==> src/rtl/mem_arb.sv <==
// Two-requester arbiter in front of the single-port data memory.
// The core (M stage) has priority. The external debug/loader port is
// guaranteed a grant after MAX_WAIT consecutive denied cycles.
// The grant and the memory access happen combinationally in the same cycle.
// Read data comes back registered, with a one-cycle valid pulse.
module mem_arb #(
  parameter int REG_WIDTH = 32,
  parameter int NUM_MEM   = 5,
  parameter int MAX_WAIT  = 4,
  localparam int MEM_SELECT = $clog2(NUM_MEM)
) (
  input  logic                  clk,
  input  logic                  rst,
  input  logic                  i_core_req,
  input  logic                  i_core_we,
  input  logic [MEM_SELECT-1:0] i_core_addr,
  input  logic [REG_WIDTH-1:0]  i_core_wdata,
  output logic                  o_core_gnt,
  output logic                  o_core_stall,
  output logic [REG_WIDTH-1:0]  o_core_rdata,
  output logic                  o_core_rvalid,
  input  logic                  i_ext_req,
  input  logic                  i_ext_we,
  input  logic [MEM_SELECT-1:0] i_ext_addr,
  input  logic [REG_WIDTH-1:0]  i_ext_wdata,
  output logic                  o_ext_gnt,
  output logic [REG_WIDTH-1:0]  o_ext_rdata,
  output logic                  o_ext_rvalid,
  output logic                  o_err,
  output logic                  o_mem_we,
  output logic [MEM_SELECT-1:0] o_mem_select,
  output logic [REG_WIDTH-1:0]  o_mem_wdata,
  input  logic [REG_WIDTH-1:0]  i_mem_rdata
);

  localparam int WAIT_W = $clog2(MAX_WAIT + 1);
  localparam logic [WAIT_W-1:0] WAIT_MAX = WAIT_W'(MAX_WAIT);

  typedef enum logic [1:0] {
    ST_IDLE = 2'd0,
    ST_CORE = 2'd1,
    ST_EXT  = 2'd2
  } state_t;

  state_t                 state_r, state_s;
  logic [WAIT_W-1:0]      wait_cnt_r, wait_cnt_s;
  logic                   core_gnt_s, ext_gnt_s, granted_s;
  logic [MEM_SELECT-1:0]  sel_s;
  logic [REG_WIDTH-1:0]   wdata_s, rd_val_s;
  logic                   acc_we_s, in_range_s, mem_we_s;
  logic                   rd_r, err_r;
  logic [REG_WIDTH-1:0]   core_rdata_r, ext_rdata_r;

  // Checks that a word address points at a real memory word.
  function automatic logic addr_ok(input logic [MEM_SELECT-1:0] addr);
    addr_ok = ({{(32-MEM_SELECT){1'b0}}, addr} < 32'(NUM_MEM));
  endfunction

  // Arbitration: the core wins unless the external port has waited MAX_WAIT cycles.
  always_comb begin
    core_gnt_s = 1'b0;
    ext_gnt_s  = 1'b0;
    if (rst) begin
      core_gnt_s = 1'b0;
      ext_gnt_s  = 1'b0;
    end else if (i_ext_req && (!i_core_req || (wait_cnt_r == WAIT_MAX))) begin
      ext_gnt_s = 1'b1;
    end else if (i_core_req) begin
      core_gnt_s = 1'b1;
    end else begin
      core_gnt_s = 1'b0;
      ext_gnt_s  = 1'b0;
    end
  end

  // Route the granted requester onto the memory port. Drive zeros when idle.
  always_comb begin
    sel_s    = {MEM_SELECT{1'b0}};
    wdata_s  = {REG_WIDTH{1'b0}};
    acc_we_s = 1'b0;
    case ({core_gnt_s, ext_gnt_s})
      2'b10: begin
        sel_s    = i_core_addr;
        wdata_s  = i_core_wdata;
        acc_we_s = i_core_we;
      end
      2'b01: begin
        sel_s    = i_ext_addr;
        wdata_s  = i_ext_wdata;
        acc_we_s = i_ext_we;
      end
      default: begin
        sel_s    = {MEM_SELECT{1'b0}};
        wdata_s  = {REG_WIDTH{1'b0}};
        acc_we_s = 1'b0;
      end
    endcase
  end

  assign granted_s  = core_gnt_s | ext_gnt_s;
  assign in_range_s = addr_ok(sel_s);
  assign mem_we_s   = granted_s & acc_we_s & in_range_s;
  assign rd_val_s   = in_range_s ? i_mem_rdata : {REG_WIDTH{1'b0}};

  // Compute the next state and the next starvation counter value.
  always_comb begin
    state_s    = ST_IDLE;
    wait_cnt_s = {WAIT_W{1'b0}};
    if (i_ext_req && !ext_gnt_s) begin
      if (wait_cnt_r == WAIT_MAX) begin
        wait_cnt_s = WAIT_MAX;
      end else begin
        wait_cnt_s = wait_cnt_r + WAIT_W'(1);
      end
    end else begin
      wait_cnt_s = {WAIT_W{1'b0}};
    end
    case ({core_gnt_s, ext_gnt_s})
      2'b10:   state_s = ST_CORE;
      2'b01:   state_s = ST_EXT;
      default: state_s = ST_IDLE;
    endcase
  end

  // State, counter, read-return and error registers.
  always_ff @(posedge clk) begin
    if (rst) begin
      state_r      <= ST_IDLE;
      wait_cnt_r   <= {WAIT_W{1'b0}};
      rd_r         <= 1'b0;
      err_r        <= 1'b0;
      core_rdata_r <= {REG_WIDTH{1'b0}};
      ext_rdata_r  <= {REG_WIDTH{1'b0}};
    end else begin
      state_r    <= state_s;
      wait_cnt_r <= wait_cnt_s;
      rd_r       <= granted_s & ~acc_we_s;
      err_r      <= granted_s & ~in_range_s;
      if (core_gnt_s && !i_core_we) begin
        core_rdata_r <= rd_val_s;
      end else begin
        core_rdata_r <= core_rdata_r;
      end
      if (ext_gnt_s && !i_ext_we) begin
        ext_rdata_r <= rd_val_s;
      end else begin
        ext_rdata_r <= ext_rdata_r;
      end
    end
  end

  assign o_core_gnt    = core_gnt_s;
  assign o_ext_gnt     = ext_gnt_s;
  assign o_core_stall  = i_core_req & ~core_gnt_s;
  assign o_mem_we      = mem_we_s;
  assign o_mem_select  = sel_s;
  assign o_mem_wdata   = wdata_s;
  // A read granted just before reset rises must not produce a pulse, so
  // the returned values are gated by reset.
  assign o_core_rvalid = ~rst & rd_r & (state_r == ST_CORE);
  assign o_ext_rvalid  = ~rst & rd_r & (state_r == ST_EXT);
  assign o_err         = ~rst & err_r;
  assign o_core_rdata  = rst ? {REG_WIDTH{1'b0}} : core_rdata_r;
  assign o_ext_rdata   = rst ? {REG_WIDTH{1'b0}} : ext_rdata_r;

endmodule

==> config.mk <==
export PLATFORM = sky130hd
export DESIGN_NAME = mem_arb
export DESIGN_NICKNAME = d
export VERILOG_FILES = /design/src/rtl/mem_arb.sv
export SDC_FILE = /design/constraint.sdc
export NUM_CORES = 1
export LEC_CHECK = 0
export BUFFER_PORTS_ARGS = -buffer_cell sky130_fd_sc_hd__buf_2
export CAP_MARGIN = 10
export CORE_UTILIZATION = 35
export CTS_CLUSTER_DIAMETER = 60
export DETAILED_ROUTE_END_ITERATION = 10
export PLACE_DENSITY = 0.7
export SETUP_SLACK_MARGIN = 0.3
export SLEW_MARGIN = 20
export SYNTH_ARGS = -nofsm -noshare
export SYNTH_HDL_FRONTEND = slang
export SYNTH_SLANG_ARGS = --single-unit
export TNS_END_PERCENT = 50
==> constraint.sdc <==
create_clock -name clk -period 3.8 [get_ports clk]
set_input_delay 0.57 -clock clk [delete_from_list [all_inputs] [get_ports clk]]
set_output_delay 0.57 -clock clk [all_outputs]
set_load 0.02 [all_outputs]
==> metrics.md <==
| Metric | Value |
|---|---|
| Peak supply drop | roughly 0.14 mV |
| DP Area | between 0.004 and 0.005 mm^2 |
| Async set-reset flop share out of synthesis | 0% |
| Final Max Slew Viols | 0 |
| Actual slew at the worst max-slew pin | around 0.8 ns |
| Number of global-route vias before repair | 3697 |
| Clock Latency Late Sink | 0.34 ns |
| Post-synth top cells | dfxtp_1, nor2b_1, nand3_1 |
| Via Count | 3908 |
| First-pass GRT wire length | 18100 um |
| Yosys warns | 0 |
| Relative max-transition margin | a little under half |
| Root Buffer | clkbuf_8 |
| Share of cells above drive strength 1 | 40.1% |
| Wirelength per Cell | 15.6 um |
| Final instance area | 0.00493 mm^2 |
| Synth top area share | 38.7% |
| Iter 0 DRT Violations | 311 |
| Clk sinks | 71 |
| CP arrival | 2.69 ns |
| Boundary pin count | 214 |
| Leak | ~2.3 nW |
| GRT Total Usage | about a fifth |
| Final WL | 11700 um |
| Top_reg_cell synth | dfxtp_1 |
| Antenna-violating nets left | 0 |
| Type of the worst setup path | reg -> out |
| CTS H-tree depth | 3 |
| Hold crit path type | reg -> reg |
| Post-synth EDFFs | 0 |
| DRC Markers | 0 |
| Clock transition at path regs | around 0.070 ns |
| Mean Syn Cell Area | 8.75 um^2 |
| Fillers | 1004 |
| Grt ovf | 0 |
| Fin cells | around 750 |
| Tcrit/Tclk final | 85.8% |
| Initial antenna violation count | 0 |
| Largest net degree at the start of global routing | 75 |
| GP Congestion | 0.920 |
| R2R setup slack | about 0.93 ns |
| Outcome | finished clean |
| Hold Fails Final Rpt | 0 |
| Seq/Total Area, Yosys | 38.7% |
| Max-cap violation count | 0 |
| Synth cell types | 30 |
| Post-cts resize count | 0 |
| Clock buffer depth | 2 |
| Crit end category | primary output |
| RSZ-0062 raised after global routing | false |
| Initial core utilization | between 30 and 40% |
| Post-CTS setup buffer count | 0 |
| Ant. Diodes | 0 |
| CORE AREA | 0.0102 mm^2 |
| Crit Path Max Fanout | 21 |
| Post-DP HPWL | 8210 um |
| Die area | 0.0109 mm^2 |
| Total CTS buffers | 9 |
| Die Span Y | between 100 and 150 um |
| Via-to-Cell Ratio | 5.22 |
| Yosys top cell by area | dfxtp_1 |
| Port buffer count | 213 |
| Critical Path RT | 3.23 ns |
| Clock period minus worst slack | 3.26 ns |
| Post-cts hold buffer count | 0 |
| Post-Syn Instances | between 400 and 500 |
| Fmax | 307 MHz |
| Startpoint types | flip-flop |
| Most frequent cell after synthesis | dfxtp_1 |
| Final Net Count | ~720 |
| Die span in x | around 100 um |
| Netlist Area Pre-Place | 0.00367 mm^2 |
| Final setup viols | 0 |
| Row count | 37 |
| Area Growth Syn to Fin | 34.1% |
| Flops & latches, synth | 71 |
| Detailed Routing Iterations Pass 1 | 5 |
| PwrDens | 322 mW/mm^2 |
| Net Count, Synth | 535 |
| DP Cell Count | 734 |
| Top post-synthesis cells by area | dfxtp_1, o2bb2ai_1, nor2b_1, nand3_1, a22oi_1 |
| Final Skew | 0.00387 ns |
| Setup TNS | 0 ns |
| Power Total | 1.59 mW |
| CTS tree | built |
metal layers:
metal	track usage, %	vias to the layer above	part of all wire [%]
li1	-	1896	-
met1	24.1	1797	41
met2	36.0	190	49
met3	3.82	25	6.2
met4	10.4	0	3.2
met5	0	-	0
where the power goes:
| group | switching (mW) | total [mW] | internal [mW] | leakage [nW] |
|---|---|---|---|---|
| registers | 0.00619 | 0.782 | 0.776 | 0.579 |
| logic | 0.174 | 0.293 | 0.119 | 1.60 |
| clock network | 0.266 | 0.514 | 0.248 | 0.0850 |
| total | 0.447 | 1.59 | 1.14 | 2.27 |
registers in the layout, indices dropped and copies added, names as in the netlist:
signal and count:
ext_rdata_r 32, err_r 1, wait_cnt_r 3, state_r 2
core_rdata_r 32, rd_r 1
final cells by class:
cell class | instances | area (um^2) | area share [%]
Multi-Input combinational cell | 298 | 2000 | 40.7
Tap cell | 136 | 170 | 3.45
Clock buffer | 11 | 141 | 2.87
Clock inverter | 4 | 22.5 | 0.457
Inverter | 5 | 18.8 | 0.381
Timing Repair Buffer | 224 | 1150 | 23.3
Sequential cell | 71 | 1420 | 28.8
through the flow:
step           hold WS, ns  setup slack [ns]  util [%]
2_1_floorplan        0.430             0.402         -
3_3_place_gp         0.446             0.798      46.5
3_5_place_dp         0.460             0.679      46.5
4_1_cts              0.470             0.478      48.1
5_1_grt              0.485             0.312      48.2
6_report             0.467             0.539      48.2
kinds of logic (layout without fill, tap and decap cells):
| kind of cell | after synthesis | in the layout | synth area share (%) |
|---|---|---|---|
| mux | 1 | 1 | 0.272 |
| fa+ha+maj | 7 | 7 | 2.38 |
| flops | 71 | 71 | 38.7 |
| compound gates | 104 | 104 | 23.6 |
| simple gates | 186 | 186 | 27.9 |
| buf+inv | 51 | 244 | 7.12 |
path summary, 6_finish.rpt:
path,start,end,cells after the start
worst min-delay path,wait_cnt_r[0]$_SDFF_PP0_,wait_cnt_r[0]$_SDFF_PP0_,1
worst max register to register,wait_cnt_r[0]$_SDFF_PP0_,err_r$_SDFF_PP0_,10
worst max-delay path,wait_cnt_r[0]$_SDFF_PP0_,o_mem_we,11
worst min register to register,wait_cnt_r[0]$_SDFF_PP0_,wait_cnt_r[0]$_SDFF_PP0_,1
critical path, cell delays in order, from the launching register on:
cell and delay, ns:
dfxtp_1 0.36, inv_1 0.05, ha_1 0.23, a21bo_2 0.21
nand3b_1 0.15, inv_1 0.10, ha_1 0.21, buf_4 0.21
a22oi_2 0.25, a211oi_4 0.06, nor4_1 0.30, buf_2 0.23
cells in the final DEF, fill, tap and decap left out, types with 2 or more instances in the layout:
master / n
dfxtp_1: 71
o2bb2ai_1: 64
nand2_1: 2
o21ai_1: 2
nand3_1: 65
nor2b_1: 68
ha_1: 7
nor3b_4: 2
a22oi_1: 35
nand2_2: 2
inv_1: 5
clkbuf_8: 10
nor4bb_1: 2
buf_4: 11
nor2_1: 36
clkinv_2: 3
buf_2: 213
(Power assumes the default switching activity.)
